File: src/rtl/scroll_pkg.sv
// scroll_pkg: shared types, speed encodings and width helper for the scrolling-message engine.
package scroll_pkg;
  typedef enum logic [1:0] {IDLE, EDIT, SCROLL, HOLD} scroll_state_t;
  localparam logic [1:0] SPD_X1 = 2'b00;
  localparam logic [1:0] SPD_X2 = 2'b01;
  localparam logic [1:0] SPD_X4 = 2'b10;
  localparam logic [1:0] SPD_X8 = 2'b11;
  function automatic int ptr_w(input int depth, input int gap);
    return (depth + gap) > 1 ? $clog2(depth + gap) : 1;
  endfunction
endpackage

File: src/rtl/scroll_step_gen.sv
// scroll_step_gen: TICK_M prescaler plus 2^speed divider producing one-cycle scroll step pulses.
module scroll_step_gen
  import scroll_pkg::*;
#(
  parameter int TICK_M = 100000000
) (
  input  logic       clk,
  input  logic       reset,
  input  logic       run_en,
  input  logic       hold,
  input  logic [1:0] speed,
  output logic       step
);
  localparam int CW = TICK_M > 1 ? $clog2(TICK_M) : 1;
  logic [CW-1:0] pre;
  logic [2:0] div, lim;
  logic [1:0] spd_q;
  logic tick;
  assign tick = run_en && pre == CW'(TICK_M - 1);
  assign lim = spd_q == SPD_X1 ? 3'd0 : spd_q == SPD_X2 ? 3'd1 : spd_q == SPD_X4 ? 3'd3 : 3'd7;
  assign step = tick && div == lim;
  // Speed is latched only at a divider wrap so a change never shortens a step in progress.
  always_ff @(posedge clk)
    if (reset || !(run_en || hold)) begin
      pre <= '0;
      div <= '0;
      spd_q <= speed;
    end else if (run_en) begin
      pre <= tick ? '0 : pre + 1'b1;
      if (tick) div <= step ? '0 : div + 1'b1;
      if (step) spd_q <= speed;
    end
endmodule

File: src/rtl/scroll_msg_ctrl.sv
// scroll_msg_ctrl: message buffer, edit/scroll FSM and display window for the seven-segment path.
module scroll_msg_ctrl
  import scroll_pkg::*;
#(
  parameter int DIGITS = 8,
  parameter int DEPTH  = 16,
  parameter int DW     = 4,
  parameter int GAP    = 2,
  parameter int TICK_M = 100000000
) (
  input  logic                       clk,
  input  logic                       reset,
  input  logic                       wr_en,
  input  logic [DW-1:0]              wr_data,
  input  logic                       clear,
  input  logic                       run,
  input  logic                       pause,
  input  logic                       dir,
  input  logic [1:0]                 speed,
  output logic [DIGITS*DW-1:0]       disp_val,
  output logic [DIGITS-1:0]          digit_en,
  output logic [$clog2(DEPTH+1)-1:0] msg_len,
  output logic                       full,
  output logic                       empty,
  output logic                       scrolling,
  output logic                       wr_rej
);
  localparam int LW = $clog2(DEPTH + 1);
  localparam int PW = ptr_w(DEPTH, GAP);
  localparam int IW = DEPTH > 1 ? $clog2(DEPTH) : 1;
  scroll_state_t state, nxt;
  logic [DW-1:0] mem [DEPTH];
  logic [PW-1:0] ptr, ptr_nxt, last;
  logic [DIGITS*DW-1:0] win_v, sv;
  logic [DIGITS-1:0] win_en, se;
  logic [DW-1:0] elem;
  logic elem_en, step, wr_ok, wr_bad, live;
  assign full = msg_len == LW'(DEPTH);
  assign empty = msg_len == '0;
  assign scrolling = state == SCROLL;
  assign live = state == SCROLL || state == HOLD;
  assign wr_ok = wr_en && !clear && !live && !full;
  assign wr_bad = wr_en && !clear && !wr_ok;
  scroll_step_gen #(.TICK_M(TICK_M)) u_step (
    .clk   (clk),
    .reset (reset),
    .run_en(state == SCROLL),
    .hold  (state == HOLD),
    .speed (speed),
    .step  (step)
  );
  always_comb begin
    nxt = state;
    if (clear) nxt = IDLE;
    else if (wr_ok) nxt = EDIT;
    else if (state == EDIT) nxt = empty ? IDLE : run ? SCROLL : EDIT;
    else if (state == SCROLL) nxt = !run ? EDIT : pause ? HOLD : SCROLL;
    else if (state == HOLD) nxt = !run ? EDIT : pause ? HOLD : SCROLL;
  end
  // Stream positions at or beyond msg_len are the blank gap; the pointer wraps over len+GAP.
  assign last = PW'(int'(msg_len) + GAP - 1);
  assign ptr_nxt = dir ? (ptr == '0 ? last : ptr - 1'b1) : (ptr == last ? '0 : ptr + 1'b1);
  assign elem_en = int'(ptr) < int'(msg_len);
  assign elem = elem_en ? mem[IW'(ptr)] : '0;
  always_ff @(posedge clk)
    if (reset) begin
      state <= IDLE;
      msg_len <= '0;
      ptr <= '0;
      wr_rej <= 1'b0;
    end else begin
      state <= nxt;
      wr_rej <= wr_bad;
      msg_len <= clear ? '0 : wr_ok ? msg_len + 1'b1 : msg_len;
      if (state == EDIT && nxt == SCROLL) ptr <= dir ? PW'(msg_len - 1'b1) : '0;
      else if (step) ptr <= ptr_nxt;
    end
  always_ff @(posedge clk)
    if (wr_ok) mem[IW'(msg_len)] <= wr_data;
  always_ff @(posedge clk)
    if (reset || !live) begin
      win_v <= '0;
      win_en <= '0;
    end else if (step) begin
      win_v <= dir ? {elem, win_v[DIGITS*DW-1:DW]} : {win_v[DIGITS*DW-DW-1:0], elem};
      win_en <= dir ? {elem_en, win_en[DIGITS-1:1]} : {win_en[DIGITS-2:0], elem_en};
    end
  // Static view: newest character at digit 0, older ones toward higher digits.
  always_comb begin
    sv = '0;
    se = '0;
    for (int i = 0; i < DIGITS; i++)
      if (i < int'(msg_len)) begin
        se[i] = 1'b1;
        sv[i*DW +: DW] = mem[IW'(int'(msg_len) - 1 - i)];
      end
  end
  assign disp_val = live ? win_v : sv;
  assign digit_en = live ? win_en : se;
endmodule

File: config.mk
export PLATFORM = sky130hd
export DESIGN_NAME = scroll_msg_ctrl
export DESIGN_NICKNAME = d
export VERILOG_FILES = /design/src/rtl/scroll_pkg.sv /design/src/rtl/scroll_step_gen.sv /design/src/rtl/scroll_msg_ctrl.sv
export SDC_FILE = /design/constraint.sdc
export NUM_CORES = 1
export LEC_CHECK = 0
export CAP_MARGIN = 20
export CELL_PAD_IN_SITES_DETAIL_PLACEMENT = 1
export CELL_PAD_IN_SITES_GLOBAL_PLACEMENT = 2
export CORE_ASPECT_RATIO = 0.6
export CORE_MARGIN = 5
export CORE_UTILIZATION = 43
export CTS_CLUSTER_DIAMETER = 200
export DETAILED_ROUTE_END_ITERATION = 6
export PLACE_DENSITY = 0.95
export SLEW_MARGIN = 20
export SYNTH_ARGS = -nofsm -noshare
export SYNTH_HDL_FRONTEND = slang
export SYNTH_SLANG_ARGS = --single-unit
File: constraint.sdc
create_clock -name clk -period 13.3 [get_ports clk]
set_input_delay 1.33 -clock clk [delete_from_list [all_inputs] [get_ports clk]]
set_output_delay 1.33 -clock clk [all_outputs]
set_load 0.01 [all_outputs]
==> impl_results.md <==
- Outcome: finished, final reports clean
- Fillers: 2572
- Post-CTS Hold Buffers: 0
- Worst-Skew Late Latency: 0.45 ns
- Post-synth top area share: 19.2%
- Max_slew headroom: 29.2%
- CP arrival: 5.70 ns
- Initial antenna violation count: 0
- Clock sinks: 153
- Post-Layout Cell Count: 1345
- Clock Skews: 0.0106 ns
- Antenna cells: 0
- Final Setup Violations: 0
- Input/output buffers: 61
- Pre-Repair DR Iteration Count: 5
- Synth warn: 0
- Avg WL per Cell: 24.9 um
- H-tree Lvls: 4
- Max Cap Viol: 0
- Number of remaining DRC errors: 0
- Max VDD drop: 0.0899 mV
- Die Footprint: 27300 um^2
- Total CTS buffers: 17
- Syn Nets: 1024
- Fraction of layout cells with a size suffix above 1: 17.5%
- Async SR Flop Fraction: 0%
- Hpwl dp: 25300 um
- Worst-path clk slew: 0.06 ns
- Vias per cell: 6.23
- Critical Path Most Common Cell: ha_1
- Die Ht: 130 um
- Synth Area per Inst: 10.4 um^2
- Register area share after synthesis: 36.1%
- Largest net degree at the start of global routing: 65
- Worst path bufs/invs: 4
- Final ANT Viol Nets: 0
- Number of distinct library cells after synthesis: 76
- Fin area: 11700 um^2
- Synth Register Bits: 153
- Power per Cell Area: 93.2 nW/um^2
- Hold Path Class: reg -> reg
- Top_reg_cell synth: dfxtp_1
- First-pass GRT wire length: 51300 um
- RSZ-0062 raised after global routing: false
- Final Slew Violations: 0
- Sequential Area: 3730 um^2
- Slew @ Worst Pin: 1.06 ns
- Hold Fails Final Rpt: 0
- Vias in the first global route: 8355
- Netlist Area Pre-Place: 10300 um^2
- Final WL: 33500 um
- Grt ovf: 0
- CP peak stage delay: 0.61 ns
- Crit path cell chain: buf_4 -> inv_2 -> ha_1 -> xor2_4 -> clkinv_1 -> ha_1 -> nand2b_1 -> a211oi_1 -> nor3_2 -> mux4_2 -> a22o_1 -> clkdlybuf4s50_1
- # placed instances: 1313
- Post-synth EDFFs: 66
- GPL Wtd Cong: 0.974
- Post-DP Area: 11100 um^2
- Crit path time final: 7.03 ns
- Starting Density: 44.1%
- Kind of critical path: reg -> out
- Most frequent cells after synthesis: nand2_1 (124), dfxtp_1 (87), mux2i_1 (85)
- Hold_ws: 0.484 ns
- Synth Instances: 991
- DR vias: 8382
- # IOs: 62
- Setup TNS: 0 ns
- Multi-input logic area: 6250 um^2
- Leak pwr: 3.92 nW
- Final period utilization: 52.8%
- Crit. End Element: primary output
- Most frequent cell after synthesis: nand2_1
- Post-CTS setup buffer count: 0
- CTS tree: yes
- Final WS setup: 6.27 ns
- Initial DRC count: 807
- Clock tree buffer depth: 2
- Fmax: 0.142 GHz
- Slowest stage cell, crit path: mux4_2
- Setup crit start kind: register
- Worst Path Required: 11.97 ns
- Core area: 23300 um^2
- CP top delay family: buffers and inverters
- # nets final: 1050
- Root buffer cell: clkbuf_16
- Synth top area cells: edfxtp_1 (19%), dfxtp_1 (17%), mux4_2 (11%)
- Pre-CTS setup slack: 6.84 ns
- Die W: 210 um
- # resized after CTS: 0
- Synth area leader: edfxtp_1
- Number of placement rows: 43
- Area delta synth->final: 13.8%
- CP max FO: 64
- GRT Overall Usage: 24.8%
==> worst reg2reg max path, delay by kind of cell, from the launching register on <==
| family | cells | cell delay [ns] |
|---|---|---|
| and+or+nand+nor | 2 | 0.40 |
| buffers and inverters | 3 | 1.87 |
| xor gates and xnor gates | 1 | 0.22 |
| DFF | 1 | 0.31 |
| AOI/OAI and AO/OA | 2 | 0.68 |
| adders and majority gates | 1 | 0.90 |
==> worst paths after layout <==
kind	from	end	slack, ns	depth (start not counted)
worst max-delay path	msg_len[0]	disp_val[5]	6.27	12
worst min-delay path	u_step.pre[1]	u_step.pre[1]	0.48	2
worst max register to register	msg_len[0]	register	8.82	9
worst min register to register	u_step.pre[1]	u_step.pre[1]	0.48	2
==> cells by family after synthesis <==
kind of cell	count (synthesis)	synth area share, %
adders and majority gates	20	2.43
AOI/OAI and AO/OA	168	11.0
buffers and inverters	83	3.48
muxes	194	26.0
DFF	153	36.1
and+or+nand+nor	321	15.9
xor gates and xnor gates	52	4.99
==> stage by stage <==
step / total power, mW / utilization, %
floorplan: 0.566 / -
global placement: 0.592 / 47.6
detailed placement: 0.594 / 47.7
CTS: 1.10 / 50.2
global route: 1.13 / 50.2
finish: 1.09 / 50.2
==> final cells by class <==
cell class | instances | share of cell area (%)
multi-input cells | 755 | 53.3
repair buffers | 72 | 5.85
well taps | 315 | 3.36
inverters | 18 | 0.576
flip-flops and latches | 153 | 31.8
clock inverters | 15 | 1.49
clock buffers | 17 | 3.63
==> power by group <==
part           leakage, nW  internal [mW]  switching, mW
clock                0.287          0.295          0.212
sequential            1.30          0.491        0.00136
combinational         2.33         0.0403         0.0533
total                 3.92          0.826          0.267
==> registers in the layout, indices dropped and copies added (netlist names), 2 cells and up, named ones only <==
register,count
u_step.pre,27
state,2
u_step.spd_q,2
msg_len,5
win_v,32
ptr,5
mem,64
win_en,8
u_step.div,3
==> routing by layer <==
| layer | wire length (um) | GRT usage, % | share of wire (%) | vias up |
|---|---|---|---|---|
| met2 | 14600 | 37.3 | 43 | 361 |
| met1 | 15600 | 36.3 | 47 | 4244 |
| met4 | 421 | 6.17 | 1.3 | 0 |
| met3 | 2950 | 6.17 | 8.8 | 32 |
| met5 | 0 | 0 | 0 | - |
| li1 | - | - | - | 3745 |
==> cells in the final DEF (no fill, tap or decap), types with 17 or more instances in the layout <==
cell type        instances
clkdlybuf4s50_1         60
nand2_1                124
dfxtp_1                 84
edfxtp_1                66
xnor2_1                 24
clkbuf_16               17
nor2b_1                 20
xor2_1                  24
a211oi_1                20
a21oi_1                 67
mux4_2                  52
nand3_1                 24
ha_1                    19
mux2_2                  53
mux2i_1                 85
nor2_1                  65
No activity file was read; power rests on OpenSTA's default activity.
==> edit (config.mk and constraints unchanged) <==
Change the parameter `DEPTH` from 16 to 8.
--- a/src/rtl/scroll_msg_ctrl.sv
+++ b/src/rtl/scroll_msg_ctrl.sv
@@ -3,7 +3,7 @@
   import scroll_pkg::*;
 #(
   parameter int DIGITS = 8,
-  parameter int DEPTH  = 16,
+  parameter int DEPTH  = 8,
   parameter int DW     = 4,
   parameter int GAP    = 2,
   parameter int TICK_M = 100000000
Ports: changed (resized msg_len); port bits go from 62 to 61. The function was not compared with the original's and may differ.
==> edit against the original RTL <==
  * Sequential cell count shrank 35
  * Critical path type unchanged
  * Via count is 20% lower
  * Cell area shrank 28%
  * Area after synthesis down 31%
  * Synthesized cell count fell by 20%
  * Highest routed layer unchanged
  * Power shrank 18%
  * Routed wire length down 27%
  * Largest power group unchanged
  * Worst setup slack better by 1800 ps
==> edit: results (changes against the original RTL) <==
| Metric | Value |
|---|---|
| Switching part of the total power | `23.8% (-0.58 points)` |
| Die X | `176 um (-16%)` |
| Buffers, non-clock | `69 (-4.2%)` |
| Seq_cells | `118 (-23%)` |
| CP max stage delay | `780 ps (+170 ps)` |
| Clock Latency Late Sink | `430 ps (-20 ps)` |
| Skew final | `9.43 ps (-1.18 ps)` |
| WP data arrival | `3900 ps (-1800 ps)` |
| Multi-input gate count | `604 (-20%)` |
| Global-route wire length before repair | `38.3 mm (-25%)` |
| Via count of the first global-routing pass | `6730 (-19%)` |
| Vias per cell | `6.27 (+0.65%)` |
| Final Wtd Congestion | `0.925 (-5.1%)` |
| Delay-heaviest family, CP | `XOR/XNOR gates` |
| Largest net degree at the start of global routing | `62 (-4.6%)` |
| EDFF count, synth | `34 (-48%)` |
| Mapped Nets | `820 (-20%)` |
| Mean Syn Cell Area | `8.97 um2 (-14%)` |
| Clock-cell share | `6.99% (+1.9 points)` |
| Flop pwr share | `41.6% (-3.4 points)` |
| VDD IR max | `0.0687 mV (-24%)` |
| Buffering overhead | `7.80% (+2.0 points)` |
| Status | `finished, final reports clean` |
| Layout cells sized above 1 | `10.3% (-7.2 points)` |
| Post-Place Cells | `1035 (-21%)` |
| Slew @ Worst Pin | `1170 ps (+111 ps)` |
| Nets | `850 (-19%)` |
| Cell variety after synth | `63 (-17%)` |
| Pwr per Cell Area | `105 mW/mm2 (+13%)` |
| Biggest regs | `mem x32, win_v x32, u_step.pre x27` |
| Total track usage | `25.6% (+0.75 points)` |
| Placed cell areas | `0.00789 mm2 (-29%)` |
| Leak | `2.76 nW (-29%)` |
| Top cells by area, synth | `dfxtp_1, edfxtp_1, mux2i_1, mux4_2, a211oi_1` |
| Synth top cells by count | `nand2_1, dfxtp_1, nor2_1, mux2i_1, o21ai_0` |
| Setup slack at placement | `8310 ps (+1470 ps)` |
| P_clk | `0.000467 W (-7.9%)` |
| Clock buffer cells | `22 (+5)` |
| Seq/total area | `31.8% (about the same)` |
| Fillers | `1840 (-28%)` |
| Inverter count | `16 (-2)` |
==> edit: per-layer routing <==
| layer | vias up | part of all wire, % | global-route usage, % |
|---|---|---|---|
| met4 | 0 | 2.9 | 10.0 |
| met2 | 280 | 44 | 40.1 |
| met3 | 56 | 6.9 | 5.09 |
| met1 | 3370 | 46 | 35.1 |
| li1 | 2987 | - | - |
| met5 | - | 0 | 0 |
==> edit: kinds of logic (layout without fill, tap and decap cells) <==
group,after synthesis,count (layout),share of synthesized area [%]
and+or+nand+nor,276,276,18.2
adders and majority gates,11,11,1.93
muxes,88,88,15.6
xor gates and xnor gates,39,39,4.99
buffers and inverters,74,117,4.00
DFF,118,118,37.9
AOI/OAI and AO/OA,190,190,17.4
==> edit: path summary, 6_finish.rpt <==
path / startpoint / slack [ps] / to
max: msg_len[0] / 8070 / disp_val[24]
min: u_step.pre[6] / 500 / u_step.pre[6]
max reg2reg: msg_len[0] / 10040 / ptr[1]
min reg2reg: u_step.pre[6] / 500 / u_step.pre[6]
